## src/rtl/id_ex_stage.sv

```systemverilog
// id_ex_stage: ID->EX pipeline register fed by the register file read ports.
//   Bypasses same-cycle WB writes into the operand data, detects load-use
//   hazards (stalls upstream and inserts a bubble), honours flush/hold and
//   counts inserted bubbles in a saturating counter.
// Ports:
//   clk, rst_n                  clock, asynchronous active-low reset
//   in_valid                    ID holds a real instruction
//   read_select1/2, uses_rt     rs/rt specifiers; uses_rt enables the rt hazard check
//   read_data1/2                register file rs/rt data
//   write_select/enable/data    WB write port (bypass source)
//   rd, imm, ctrl_in            destination, raw immediate, control bundle
//                               ctrl_in = {RegWrite,MemRead,MemWrite,MemToReg,ALUSrc,ALUOp[2:0]}
//   flush, hold                 kill the entering instruction / freeze this register
//   stall_c                     combinational stall request to IF/ID
//   ex_*                        registered EX-side copy of the instruction
//   stall_count                 load-use bubbles inserted, saturating
module id_ex_stage #(
    parameter int unsigned DATA_WIDTH        = 32,
    parameter int unsigned REG_SELECT_WIDTH  = 5,
    parameter int unsigned IMM_WIDTH         = 16,
    parameter int unsigned STALL_COUNT_WIDTH = 16
) (
    input  logic                         clk,
    input  logic                         rst_n,
    input  logic                         in_valid,
    input  logic [REG_SELECT_WIDTH-1:0]  read_select1,
    input  logic [REG_SELECT_WIDTH-1:0]  read_select2,
    input  logic                         uses_rt,
    input  logic [DATA_WIDTH-1:0]        read_data1,
    input  logic [DATA_WIDTH-1:0]        read_data2,
    input  logic [REG_SELECT_WIDTH-1:0]  write_select,
    input  logic                         write_enable,
    input  logic [DATA_WIDTH-1:0]        write_data,
    input  logic [REG_SELECT_WIDTH-1:0]  rd,
    input  logic [IMM_WIDTH-1:0]         imm,
    input  logic [7:0]                   ctrl_in,
    input  logic                         flush,
    input  logic                         hold,
    output logic                         stall_c,
    output logic                         ex_valid,
    output logic [DATA_WIDTH-1:0]        ex_a,
    output logic [DATA_WIDTH-1:0]        ex_b,
    output logic [DATA_WIDTH-1:0]        ex_imm,
    output logic [REG_SELECT_WIDTH-1:0]  ex_rs,
    output logic [REG_SELECT_WIDTH-1:0]  ex_rt,
    output logic [REG_SELECT_WIDTH-1:0]  ex_rd,
    output logic [7:0]                   ex_ctrl,
    output logic [STALL_COUNT_WIDTH-1:0] stall_count
);

    localparam int unsigned MEM_READ_BIT = 6;
    localparam int unsigned EXT_WIDTH    = DATA_WIDTH - IMM_WIDTH;
    localparam logic [STALL_COUNT_WIDTH-1:0] COUNT_MAX = '1;

    logic                  bypass1;
    logic                  bypass2;
    logic [DATA_WIDTH-1:0] operand_a;
    logic [DATA_WIDTH-1:0] operand_b;
    logic [DATA_WIDTH-1:0] imm_ext;
    logic                  load_use;

    // WB bypass; register 0 is hard-wired and never forwarded
    assign bypass1   = write_enable && (write_select != '0) && (write_select == read_select1);
    assign bypass2   = write_enable && (write_select != '0) && (write_select == read_select2);
    assign operand_a = bypass1 ? write_data : read_data1;
    assign operand_b = bypass2 ? write_data : read_data2;
    assign imm_ext   = {{EXT_WIDTH{imm[IMM_WIDTH-1]}}, imm};

    // Load in EX whose destination feeds the instruction in ID
    always_comb begin
        load_use = 1'b0;
        if (in_valid && ex_valid && ex_ctrl[MEM_READ_BIT] && (ex_rd != '0)) begin
            load_use = (ex_rd == read_select1) || (uses_rt && (ex_rd == read_select2));
        end
    end

    // Flush overrides any stall request since the ID instruction is dead
    assign stall_c = !flush && (hold || load_use);

    // Pipeline register: flush > hold > bubble > load
    always_ff @(posedge clk or negedge rst_n) begin
        if (!rst_n) begin
            ex_valid    <= 1'b0;
            ex_ctrl     <= '0;
            ex_a        <= '0;
            ex_b        <= '0;
            ex_imm      <= '0;
            ex_rs       <= '0;
            ex_rt       <= '0;
            ex_rd       <= '0;
            stall_count <= '0;
        end else if (flush) begin
            ex_valid <= 1'b0;
            ex_ctrl  <= '0;
        end else if (!hold) begin
            if (load_use) begin
                // Bubble clears MemRead, so the hazard resolves after one cycle
                ex_valid <= 1'b0;
                ex_ctrl  <= '0;
                if (stall_count != COUNT_MAX) begin
                    stall_count <= stall_count + STALL_COUNT_WIDTH'(1);
                end
            end else begin
                ex_valid <= in_valid;
                ex_ctrl  <= in_valid ? ctrl_in : 8'h00;
                ex_a     <= operand_a;
                ex_b     <= operand_b;
                ex_imm   <= imm_ext;
                ex_rs    <= read_select1;
                ex_rt    <= read_select2;
                ex_rd    <= rd;
            end
        end
    end

endmodule
```

## config.mk

```make
export PLATFORM = sky130hd
export DESIGN_NAME = id_ex_stage
export DESIGN_NICKNAME = d
export VERILOG_FILES = /design/src/rtl/id_ex_stage.sv
export SDC_FILE = /design/constraint.sdc
export NUM_CORES = 1
export LEC_CHECK = 0
export CAP_MARGIN = 20
export CELL_PAD_IN_SITES_DETAIL_PLACEMENT = 0
export CELL_PAD_IN_SITES_GLOBAL_PLACEMENT = 1
export CORE_UTILIZATION = 44
export CTS_CLUSTER_DIAMETER = 100
export DETAILED_ROUTE_END_ITERATION = 8
export DONT_BUFFER_PORTS = 1
export PLACE_DENSITY_LB_ADDON = 0.1
export SKIP_CTS_REPAIR_TIMING = 1
export SYNTH_ARGS = -nofsm -noshare
export SYNTH_HDL_FRONTEND = slang
export SYNTH_SLANG_ARGS = --single-unit
```

## constraint.sdc

```tcl
create_clock -name clk -period 2.24 [get_ports clk]
set_input_delay 0.224 -clock clk [delete_from_list [all_inputs] [get_ports clk]]
set_output_delay 0.224 -clock clk [all_outputs]
set_load 0.01 [all_outputs]
```

==> results.md <==
- Status: finished with violations
- Failing checks: hold timing
- Final hold violations: 120
- Number of global-route vias before repair: 3,704
- Crit path max fanout: 2
- CTS root buffer: clkbuf_16
- GP Congestion: 0.774
- Library cells used by synthesis: 37
- Tot GR Track Use: 19.5%
- I/O Pins: 284
- Area Overhead vs Synth: 22.7%
- CTS Sinks: 120
- Clk slew on worst S/H paths: 0.05 ns
- Site Rows: 42
- Die area: 14,000 um^2
- Ys Warns: 0
- # H-tree levels: 4
- Final total power: 6.18 mW
- Diode count: 0
- Max clock buf depth: 2
- Largest net degree at the start of global routing: 121
- WL final: 14.6 mm
- Pwr/cell area: 846 nW/um^2
- Tmin final: 2.21 ns
- Setup TNS Final: 0 ns
- CP endpoint kind: output port
- Max-cap violations: 0
- Worst-skew pair later-pin latency: 0.41 ns
- WS Path Type: reg2out
- Die Y: 118 um
- Die width: 118 um
- Nets: 623
- Vias/cell: 5.54
- Initial DRC Count: 115
- Peak supply drop: 0.431 mV
- Fin crit share: 98.7%
- Req. time, crit path: 2.02 ns
- Hold slack: -0.484 ns
- Post-synthesis sequential area ratio: 50.5%
- Clock skew after layout: 0.00908 ns
- Post-Synthesis Cells: 424
- Routed len/inst: 22.1 um
- Fin area: 7300 um^2
- Synthesized area per cell: 14.0 um^2
- Grt total ovfl: 0
- DRC Markers: 0
- Flops & latches, synth: 120
- Max-slew headroom: 58.0%
- Crit path DAT: 1.99 ns
- Leak: 3.00 nW
- # placed instances: 584
- RSZ-0062 raised after global routing: yes
- Post-route antenna net violation count: 0
- Setup violators final: 0
- I/O Buffers: 0
- Slew of the pin with the lowest slew margin: 0.629 ns
- Fraction of layout cells with a size suffix above 1: 40.8%
- Via count: 3,680
- CP startpoint kind: flop
- Final Non-Filler Cells: 664
- Core Area: 13,200 um^2
- Hpwl dp: 9.93 mm
- Initial antenna violation count: 0
- Synthesized Nets: 572
- Initial Util: 45.1%
- TritonCTS clock tree: done
- Cell Area, Synth: 5950 um^2
- Placed cell area: 6120 um^2
- Cts bufs inserted: 17
- Slew Viols, Final: 0
- Pre-Repair DR Iteration Count: 4
- First-pass GRT wire length: 20.6 mm
- Hold WC Path Type: in2async
- Fmax: 0.452 GHz
## synth_stat cells
cell       instances  area share, %
o22ai_2            1           0.21
buf_1              1          0.063
buf_6              4           0.76
nand2_1            6           0.38
dfrtp_1          120             50
nand3_1           15            1.3
nor4_1             2           0.21
nor3b_1            1           0.13
mux2_2           102             19
mux2_1            35            6.6
and3_1             4           0.42
a21oi_1            2           0.17
inv_1              1          0.063
o2111a_1           1           0.19
buf_4             17            2.1
or4_1              2           0.25
buf_8              2           0.50
a21boi_2           1           0.19
buf_2             10           0.84
a32o_1             8            1.3
nor3_1             4           0.34
nor2_1             3           0.19
clkbuf_1           2           0.13
o21ai_2            1           0.15
xor2_1             4           0.59
a22o_1             1           0.15
mux2_4            23            5.8
and2_1             1           0.11
xnor2_1           31            4.6
ha_1               1           0.21
o2111ai_1          1           0.15
nand3b_1           1           0.13
nor4bb_1           1           0.17
nand4_1            9           0.95
nor4_2             2           0.42
nor2b_1            3           0.32
and4_1             1           0.15
## metal layers
metal | up-vias | track usage (%) | share of wire (%)
li1 | 1625 | - | -
met1 | 1863 | 21.9 | 40
met2 | 179 | 32.5 | 50
met3 | 13 | 9.07 | 9.2
met4 | 0 | 6.97 | 1.2
met5 | - | 0 | 0
## kinds of logic after synthesis
| kind of cell | after synthesis | synth area share, % |
|---|---|---|
| flops | 120 | 50.5 |
| fa+ha+maj | 1 | 0.210 |
| simple gates | 55 | 5.40 |
| buf+inv | 37 | 4.50 |
| compound gates | 16 | 2.54 |
| mux | 160 | 31.7 |
| xor+xnor | 35 | 5.15 |
## layout make-up
type                       count  area [um^2]
clock inverter                12          125
timing repair buffer          68          751
sequential                   120         3000
clock buffer                  20          467
fill                        1114         5890
tap                          176          220
inverter                       1         3.75
multi-input combinational    267         2730
## per-stage QoR
step           util, %  setup WS [ns]
5_1_grt           55.4        -0.0359
3_5_place_dp      46.4        -0.0350
2_1_floorplan        -         0.0240
6_report          55.4         0.0283
3_3_place_gp      46.4        0.00456
4_1_cts           50.9        -0.0454
## flip-flops by register name, indices dropped and copies added (netlist names)
| signal | flops |
|---|---|
| ex_ctrl | 8 |
| stall_count | 16 |
| ex_a | 32 |
| ex_rt | 5 |
| ex_b | 32 |
| ex_valid | 1 |
| ex_rs | 5 |
| ex_rd | 5 |
| ex_imm | 16 |
## cells in the final DEF (no fill, tap or decap), drive strengths merged, types with 8 or more instances in the layout
cell type	Yosys	layout
mux2	160	160
dfrtp	120	120
dlygate4sd3	0	40
xnor2	31	31
buf	34	25
clkbuf	2	23
nand3	15	15
nand4	9	9
a32o	8	8
## path summary, 6_finish.rpt
kind,start,end,slack [ns],cells past startpoint
worst min register to register,ex_imm[5]$_DFFE_PN0P_,ex_imm[5]$_DFFE_PN0P_,0.56,1
max in group asynchronous,rst_n,ex_b[22]$_DFFE_PN0P_,2.57,0
worst max-delay path,ex_rd[1]$_DFFE_PN0P_,stall_c,0.03,5
worst min-delay path,rst_n,ex_b[5]$_DFFE_PN0P_,-0.48,0
worst max register to register,ex_rd[1]$_DFFE_PN0P_,ex_b[22]$_DFFE_PN0P_,0.04,6
min in group clk,read_data2[26],ex_b[26]$_DFFE_PN0P_,0.08,2
## report_power, final
| group | switching (mW) | internal, mW | total (mW) |
|---|---|---|---|
| Combinational | 0.251 | 0.459 | 0.711 |
| Clock | 0.955 | 1.71 | 2.67 |
| Sequential | 0.358 | 2.44 | 2.80 |
| Total | 1.56 | 4.62 | 6.18 |
## critical path, cell delays in order (launching register included)
cell and delay, ns:
dfrtp_1 0.38, or4_4 0.53, o2111a_2 0.29, buf_4 0.14
a21oi_1 0.15, nor2_1 0.10
(Power assumes the default switching activity.)
